**config.mk**
```make
export PLATFORM = sky130hd
export DESIGN_NAME = sevenseg_mux_ctrl
export DESIGN_NICKNAME = d
export VERILOG_FILES = /design/src/rtl/sevenseg_pkg.sv /design/src/rtl/phase_timer.sv /design/src/rtl/sevenseg_mux_ctrl.sv
export SDC_FILE = /design/constraint.sdc
export NUM_CORES = 1
export LEC_CHECK = 0
export CAP_MARGIN = 25
export CORE_ASPECT_RATIO = 0.6
export CORE_MARGIN = 2
export CORE_UTILIZATION = 35
export CTS_CLUSTER_DIAMETER = 60
export DETAILED_ROUTE_END_ITERATION = 12
export SLEW_MARGIN = 30
export SYNTH_ARGS = -nofsm -noshare
export SYNTH_HDL_FRONTEND = slang
export SYNTH_SLANG_ARGS = --single-unit
```
**constraint.sdc**
```tcl
create_clock -name clk -period 2 [get_ports clk]
set_input_delay 0.5 -clock clk [delete_from_list [all_inputs] [get_ports clk]]
set_output_delay 0.5 -clock clk [all_outputs]
set_load 0.03 [all_outputs]
```
**src/rtl/sevenseg_pkg.sv**
```systemverilog
// Shared types and constants for the multiplexed seven-segment scanner.
// Provides nibble width, the all-anodes-off pattern, scan states and sizing.
package sevenseg_pkg;

    localparam int NIBBLE_W   = 4;
    localparam int MAX_DIGITS = 32;

    // Common-anode drivers are active low, so "off" is all ones.
    // Users slice the low NUM_DIGITS bits.
    localparam logic [MAX_DIGITS-1:0] ANODES_OFF = '1;

    typedef enum logic {
        BLANK = 1'b0,
        SHOW  = 1'b1
    } scan_state_t;

    // Width of a counter that must reach max(a,b)-1; never below 1 bit.
    function automatic int cnt_width(input int a, input int b);
        int m;
        m = (a > b) ? a : b;
        return ($clog2(m) < 1) ? 1 : $clog2(m);
    endfunction

endpackage

```
**src/rtl/phase_timer.sv**
```systemverilog
// Free-running phase counter that wraps at a supplied terminal value.
// Ports: clk, reset (sync, high), i_clear, i_run, i_term, o_done.
module phase_timer #(
    parameter int W = 8
) (
    input  logic         clk,
    input  logic         reset,
    input  logic         i_clear,
    input  logic         i_run,
    input  logic [W-1:0] i_term,
    output logic         o_done
);

    logic [W-1:0] r_cnt;

    assign o_done = (r_cnt == i_term);

    // Wrapping on done means the next phase always starts at zero,
    // so the counter never exceeds the terminal value in force.
    always_ff @(posedge clk) begin
        if (reset || i_clear) begin
            r_cnt <= '0;
        end else if (i_run) begin
            r_cnt <= o_done ? '0 : r_cnt + 1'b1;
        end
    end

endmodule

```
**src/rtl/sevenseg_mux_ctrl.sv**
```systemverilog
// Time-multiplexed scan of NUM_DIGITS common-anode digits through one decoder,
// with an all-off blanking gap before every digit to suppress ghosting.
// Ports: clk, reset (sync, high), en (scan enable), digits_in (packed nibbles),
//        lut_s (decoder nibble), an_n (active-low anodes), digit_idx, frame_done.
module sevenseg_mux_ctrl
    import sevenseg_pkg::*;
#(
    parameter int NUM_DIGITS     = 2,
    parameter int REFRESH_CYCLES = 12000,
    parameter int BLANK_CYCLES   = 480
) (
    input  logic                          clk,
    input  logic                          reset,
    input  logic                          en,
    input  logic [NUM_DIGITS*4-1:0]       digits_in,
    output logic [3:0]                    lut_s,
    output logic [NUM_DIGITS-1:0]         an_n,
    output logic [$clog2(NUM_DIGITS)-1:0] digit_idx,
    output logic                          frame_done
);

    localparam int IDX_W = $clog2(NUM_DIGITS);
    localparam int CNT_W = cnt_width(REFRESH_CYCLES, BLANK_CYCLES);

    localparam logic [NUM_DIGITS-1:0] AN_OFF   = ANODES_OFF[NUM_DIGITS-1:0];
    localparam logic [IDX_W-1:0]      LAST_IDX = IDX_W'(NUM_DIGITS - 1);
    localparam logic [CNT_W-1:0]      R_TERM   = CNT_W'(REFRESH_CYCLES - 1);
    localparam logic [CNT_W-1:0]      B_TERM   = CNT_W'(BLANK_CYCLES - 1);

    if (NUM_DIGITS < 2) begin : g_chk_digits
        $error("NUM_DIGITS must be >= 2");
    end
    if (NUM_DIGITS > MAX_DIGITS) begin : g_chk_max
        $error("NUM_DIGITS exceeds MAX_DIGITS");
    end
    if (REFRESH_CYCLES < 1) begin : g_chk_refresh
        $error("REFRESH_CYCLES must be >= 1");
    end
    if (BLANK_CYCLES < 1) begin : g_chk_blank
        $error("BLANK_CYCLES must be >= 1");
    end

    scan_state_t           r_state;
    logic [IDX_W-1:0]      r_digit_idx;
    logic [NIBBLE_W-1:0]   r_lut_s;
    logic [NUM_DIGITS-1:0] r_an_n;
    logic                  r_frame_done;

    logic                  w_done;
    logic [CNT_W-1:0]      w_term;
    logic [NIBBLE_W-1:0]   w_nib;
    logic [NUM_DIGITS-1:0] w_an_sel;
    logic [IDX_W-1:0]      w_idx_next;
    logic [NIBBLE_W-1:0]   w_nibs [NUM_DIGITS];

    for (genvar g = 0; g < NUM_DIGITS; g++) begin : g_nib
        assign w_nibs[g] = digits_in[g*NIBBLE_W +: NIBBLE_W];
    end

    assign w_nib      = w_nibs[r_digit_idx];
    assign w_an_sel   = ~(NUM_DIGITS'(1) << r_digit_idx);
    assign w_idx_next = (r_digit_idx == LAST_IDX) ? '0 : r_digit_idx + 1'b1;

    // One shared timer; its terminal value follows the current phase.
    assign w_term = (r_state == SHOW) ? R_TERM : B_TERM;

    phase_timer #(
        .W (CNT_W)
    ) u_timer (
        .clk     (clk),
        .reset   (reset),
        .i_clear (~en),
        .i_run   (en),
        .i_term  (w_term),
        .o_done  (w_done)
    );

    always_ff @(posedge clk) begin
        if (reset) begin
            r_state      <= BLANK;
            r_digit_idx  <= '0;
            r_an_n       <= AN_OFF;
            r_lut_s      <= '0;
            r_frame_done <= 1'b0;
        end else if (!en) begin
            // Restart the scan; lut_s keeps its value, anodes are dark.
            r_state      <= BLANK;
            r_digit_idx  <= '0;
            r_an_n       <= AN_OFF;
            r_frame_done <= 1'b0;
        end else begin
            r_frame_done <= 1'b0;
            unique case (r_state)
                BLANK: begin
                    if (w_done) begin
                        r_state <= SHOW;
                        r_lut_s <= w_nib;
                        r_an_n  <= w_an_sel;
                    end
                end
                SHOW: begin
                    if (w_done) begin
                        r_state      <= BLANK;
                        r_an_n       <= AN_OFF;
                        r_digit_idx  <= w_idx_next;
                        r_frame_done <= (r_digit_idx == LAST_IDX);
                    end
                end
            endcase
        end
    end

    assign lut_s      = r_lut_s;
    assign an_n       = r_an_n;
    assign digit_idx  = r_digit_idx;
    assign frame_done = r_frame_done;

endmodule

```
Word-level counts from Yosys, hierarchy flattened. Index checks and enable logic that the tools add are counted.

Word-level logic and storage cells: 36. Bits of input ports: 11. Output and inout bits: 8. Bits in registers: 23.

Shift operators: 1. Muxes and demuxes: 12. Magnitude comparators: 1. Bitwise logic cells: 5. Eq/ne operators: 3. $add $sub $neg: 2. Reductions and logical operators: 6.

Operator list (count): $mux 14 (2); $add 14x1->14 const B (1); $eq 14x14->1 (1); $mux 4 (3); $mux 2 (2); $ne 2x1->1 const B (2); $pmux 2 s2 (1); $reduce_and 2->1 (2); $reduce_or 4->1 (1); $mux 1 (3); $not 1->1 (3); $reduce_and 3->1 (1); $ge 2x2->1 const B (1); $not 1->2 (1); $not 2->2 (1); $pmux 1 s2 (1); $reduce_or 2->1 (1); $shl 1x1->2 const A (1); $add 1x1->1 const B (1); $logic_or 1x1->1 (1).

Logic depth before layout (Yosys ltp).
Depth in word-level cells: 4. Mapped depth: 9. Depth with buffers taken out: 9.

Cells and area by module. Synthesis repeated with hierarchy kept, for this count alone.

Cells, all modules: 149. Area total of the unflattened synthesis: 1381.3 µm².

By module, submodules not included: phase_timer (area an instance 970.9 µm², instances 1, cells each 105, sequential area each 280.3 µm²); sevenseg_mux_ctrl (area an instance 410.4 µm², instances 1, cells each 44, sequential area each 180.2 µm²).

Least setup slack after synthesis. OpenSTA, ideal clock, no wires.

Path type: register to register. Start point: reg u_timer.r_cnt[0]. End point: reg r_an_n[1], in the netlist an_n[1]. Library setup time: 0.129 ns. Stages on the path, launching flop included: 10. Path slack: 0.137 ns. Required time: 1.871 ns. Data arrival time: 1.734 ns. Buffers on the path: 0. Clock period less this slack: 1.863 ns. Path through: dfxtp_1 -> ha_1 -> nand4_1 -> nor2b_1 -> and2_4 -> inv_2 -> ha_1 -> nor2_1 -> and3_1 -> o21ai_0.

Cells in the longest elaborated chain, start to end: 3. Elaborated cells on any way between the ends: 4. Those cells by class: 3 x eq/ne; 1 x reduce/logical.

RTL lines: start: declaration (RTL line phase_timer.sv:14) `logic [W-1:0] r_cnt;`; start signal: assignment (RTL line phase_timer.sv:24) `r_cnt <= o_done ? '0 : r_cnt + 1'b1;`; $eq 14x14->1 * (RTL line phase_timer.sv:16) `assign o_done = (r_cnt == i_term);`; $ne 2x1->1 (no line); $reduce_and 2->1 (no line) *; end signal: assignment (RTL line sevenseg_mux_ctrl.sv:98) `r_an_n <= w_an_sel;`; end: declaration (RTL line sevenseg_mux_ctrl.sv:46) `logic [NUM_DIGITS-1:0] r_an_n;`.

Mark *: on every way between the ends. The rest lies on a longest branch, timed or not. A chain may end at the register's enable or synchronous reset.

Final worst setup path.
Start point: reg r_lut_s[2], in the netlist lut_s[2]. End point: out lut_s[2].

RTL lines: start: declaration (RTL line sevenseg_mux_ctrl.sv:45) `logic [NIBBLE_W-1:0] r_lut_s;`; start signal: assignment (RTL line sevenseg_mux_ctrl.sv:97) `r_lut_s <= w_nib;`; end: declaration (RTL line sevenseg_mux_ctrl.sv:16) `output logic [3:0] lut_s,`.

No word-level cell between the ends.

==> metrics.md <==
| Metric | Value |
|---|---|
| Max cap viols | 0 |
| P_int | 627 uW |
| P per Cell Area | 523 nW/um2 |
| Post-CTS Setup Bufs | 0 |
| Max Freq | 0.558 GHz |
| Mapped Area | 1190 um2 |
| Worst slew margin | 0.738 |
| Startpoint Class | register |
| Critical Path, Cell by Cell | clkdlybuf4s50_1 |
| Ys async rst share | 0 |
| Die area | 3900 um2 |
| Synthesized Nets | 136 |
| First DRT Iteration DRCs | 25 |
| H-tree levels | 1 |
| Drt drc | 0 |
| CTS tree | yes |
| Buf/Inv on CP | 1 |
| Critical path launch point | lut_s[2]$_SDFFE_PP0P_ |
| Vias in the first global route | 898 |
| Clock power share | 0.362 |
| Maximum fanout along the worst path | 2 |
| RSZ-0062 raised after global routing | no |
| Pre-antenna DRT Iters | 4 |
| Root Buffer | clkbuf_8 |
| Port Buffer Count | 18 |
| Minimum clock period | 1790 ps |
| Starting Density | 0.365 |
| # rows | 16 |
| Placeable Area | 3260 um2 |
| Tcrit/Tclk final | 0.896 |
| IO Pins | 19 |
| Placer Congestion | 0.791 |
| Final WS setup | 207 ps |
| Crit path largest cell delay | 680 ps |
| Register bit total from synthesis | 23 |
| Dpl hpwl | 1870 um |
| Post-Place Cell Area | 1480 um2 |
| Crit path required time | 1500 ps |
| Antenna Nets Post-Route | 0 |
| Layout cell share with drive strength beyond 1 | 0.243 |
| Reg-to-reg slack, setup | 220 ps |
| Distinct cell type count after synthesis | 33 |
| Syn avg cell area | 9.85 um2 |
| Measured slew at the worst slew-check pin | 391 ps |
| Die X | 79.4 um |
| Worst Hold Launch | lut_s[3]$_SDFFE_PP0P_ |
| Post-synth EDFFs | 0 |
| Vias/cell | 4.81 |
| First-pass GRT wire length | 4100 um |
| Maximum VDD drop | 0.278 mV |
| Delay-heaviest family, CP | buffers and inverters |
| Worst R2R Start | u_timer.r_cnt[8]$_SDFFE_PP0P_ |
| Gate power share | 0.065 |
| Switch Pwr | 177 uW |
| GRT Total Usage | 0.131 |
| Flop pwr share | 0.573 |
| Routed len/inst | 12.2 um |
| Yosys Warn Count | 0 |
| TritonCTS buffer count | 3 |
| Final Setup Violations | 0 |
| Vias | 947 |
| Worst-Skew Late Latency | 270 ps |
| Setup Skew | 9.17 ps |
| Final hold violation count | 0 |
| Antenna diodes | 0 |
| Post-Synthesis Cells | 121 |
| Arrival time worst endpoint | 1290 ps |
| Worst path slowest cell | clkdlybuf4s50_1 |
| Clk buf depth | 2 |
| Largest net degree at the start of global routing | 14 |
| Fin. max-slew vios | 0 |
| Critical Path End Type | output port |
| Area growth syn-to-layout | 29.1% |
| P_leak | 0.000525 uW |
| Tot Pwr | 804 uW |
| Clk slew on worst S/H paths | 90 ps |
| Design Area, Final | 1540 um2 |
| Die Span Y | 49.2 um |
| Sw Ratio | 0.220 |
| Post-Place Setup Slack | -14.1 ps |
| Hold Crit Class | register to register |
| Initial antenna violation count | 0 |
| Layout Nets | 168 |
| Primary FF master, synth | dfxtp_1 |
| Sink Count | 23 |
| Fin Setup TNS | 0 ps |
| Sequential area share after synthesis | 0.386 |
| DRT Wirelength | 2400 um |
| Outcome | finished clean |
| Grt total ovfl | 0 |
| Setup Crit Path Kind | register to output port |
## registers in the layout, indices dropped and copies added, names as in the netlist
| signal | count |
|---|---|
| an_n | 2 |
| frame_done | 1 |
| digit_idx | 1 |
| lut_s | 4 |
| u_timer.r_cnt | 14 |
| r_state | 1 |
## tightest hold or removal path, cell delays in order, from the launching register on
cell     delay, ps
dfxtp_1        340
a21oi_1         40
nor2_1          80
## metal layers
metal	global-route usage	share of wire	vias up
li1	-	-	488
met5	0	0	-
met3	0.0556	0.081	0
met4	0.0172	0	0
met1	0.181	0.52	439
met2	0.194	0.40	20
## layout by cell type (no fill, tap or decap), drive strengths merged, types with 4 or more instances in the layout
master          n
nor2           27
dfxtp          23
clkdlybuf4s50  18
buf            12
xnor2          10
nand2           6
nand4           5
a21oi           4
mux2i           4
a41o            4
nor4            4
ha              4
## cell families after synthesis
family                   count (synthesis)  synth area share
multiplexers                             4            0.0336
buffers and inverters                    6            0.0388
AND/OR/NAND/NOR                         59             0.316
XOR/XNOR                                13            0.0955
AO/OA/AOI/OAI                           12            0.0881
flip-flops                              23             0.386
adder cells (fa/ha/maj)                  4            0.0420
## cells in the mapped netlist (2+ instances only)
master   number  share of area
a21oi_1       4          0.017
a41o_1        4          0.034
and3_1        3          0.016
dfxtp_1      23           0.39
ha_1          4          0.042
inv_1         2         0.0063
mux2i_1       4          0.034
nand2_1       6          0.019
nand3_1       3          0.013
nand4_1       4          0.021
nor2_1       17          0.054
nor2_4        9          0.085
nor3_1        3          0.013
nor4_1        4          0.021
o21ai_0       2         0.0084
xnor2_1      10          0.073
xor2_1        3          0.022
## path summary, 6_finish.rpt
path	end	depth (start not counted)
max reg2reg	an_n[1]$_SDFFE_PP1P_	8
min	lut_s[3]$_SDFFE_PP0P_	2
max	lut_s[2]	1
min reg2reg	lut_s[3]$_SDFFE_PP0P_	2
## per-stage QoR
step | cells | util | hold slack [ps]
5_1_grt | 197 | 0.472 | 524
3_3_place_gp | 193 | 0.455 | 476
4_1_cts | 197 | 0.469 | 504
2_1_floorplan | 121 | - | 437
3_5_place_dp | 193 | 0.455 | 481
6_report | 197 | 0.472 | 498
## cell type report
| class | count | area (um2) |
|---|---|---|
| clock inverter | 1 | 5.00 |
| tap | 45 | 56.3 |
| multi-input combinational | 92 | 693 |
| timing repair buffer | 30 | 270 |
| fill | 317 | 1720 |
| inverter | 3 | 11.3 |
| sequential | 23 | 462 |
| clock buffer | 3 | 41.3 |
## power by group through the flow
stage          clock [uW]  combinational [uW]  sequential (uW)
3_5_place_dp            0                52.0              471
4_1_cts               304                52.4              461
6_report              291                52.2              461
2_1_floorplan           0                25.5              472
5_1_grt               322                56.1              461
3_3_place_gp            0                51.4              471
## repair_timing
item / CTS / global route
gates resized for setup: 0 / 4
setup endpoints to repair: 0 / 2
hold buffers: 0 / 0
(Power assumes the default switching activity.)
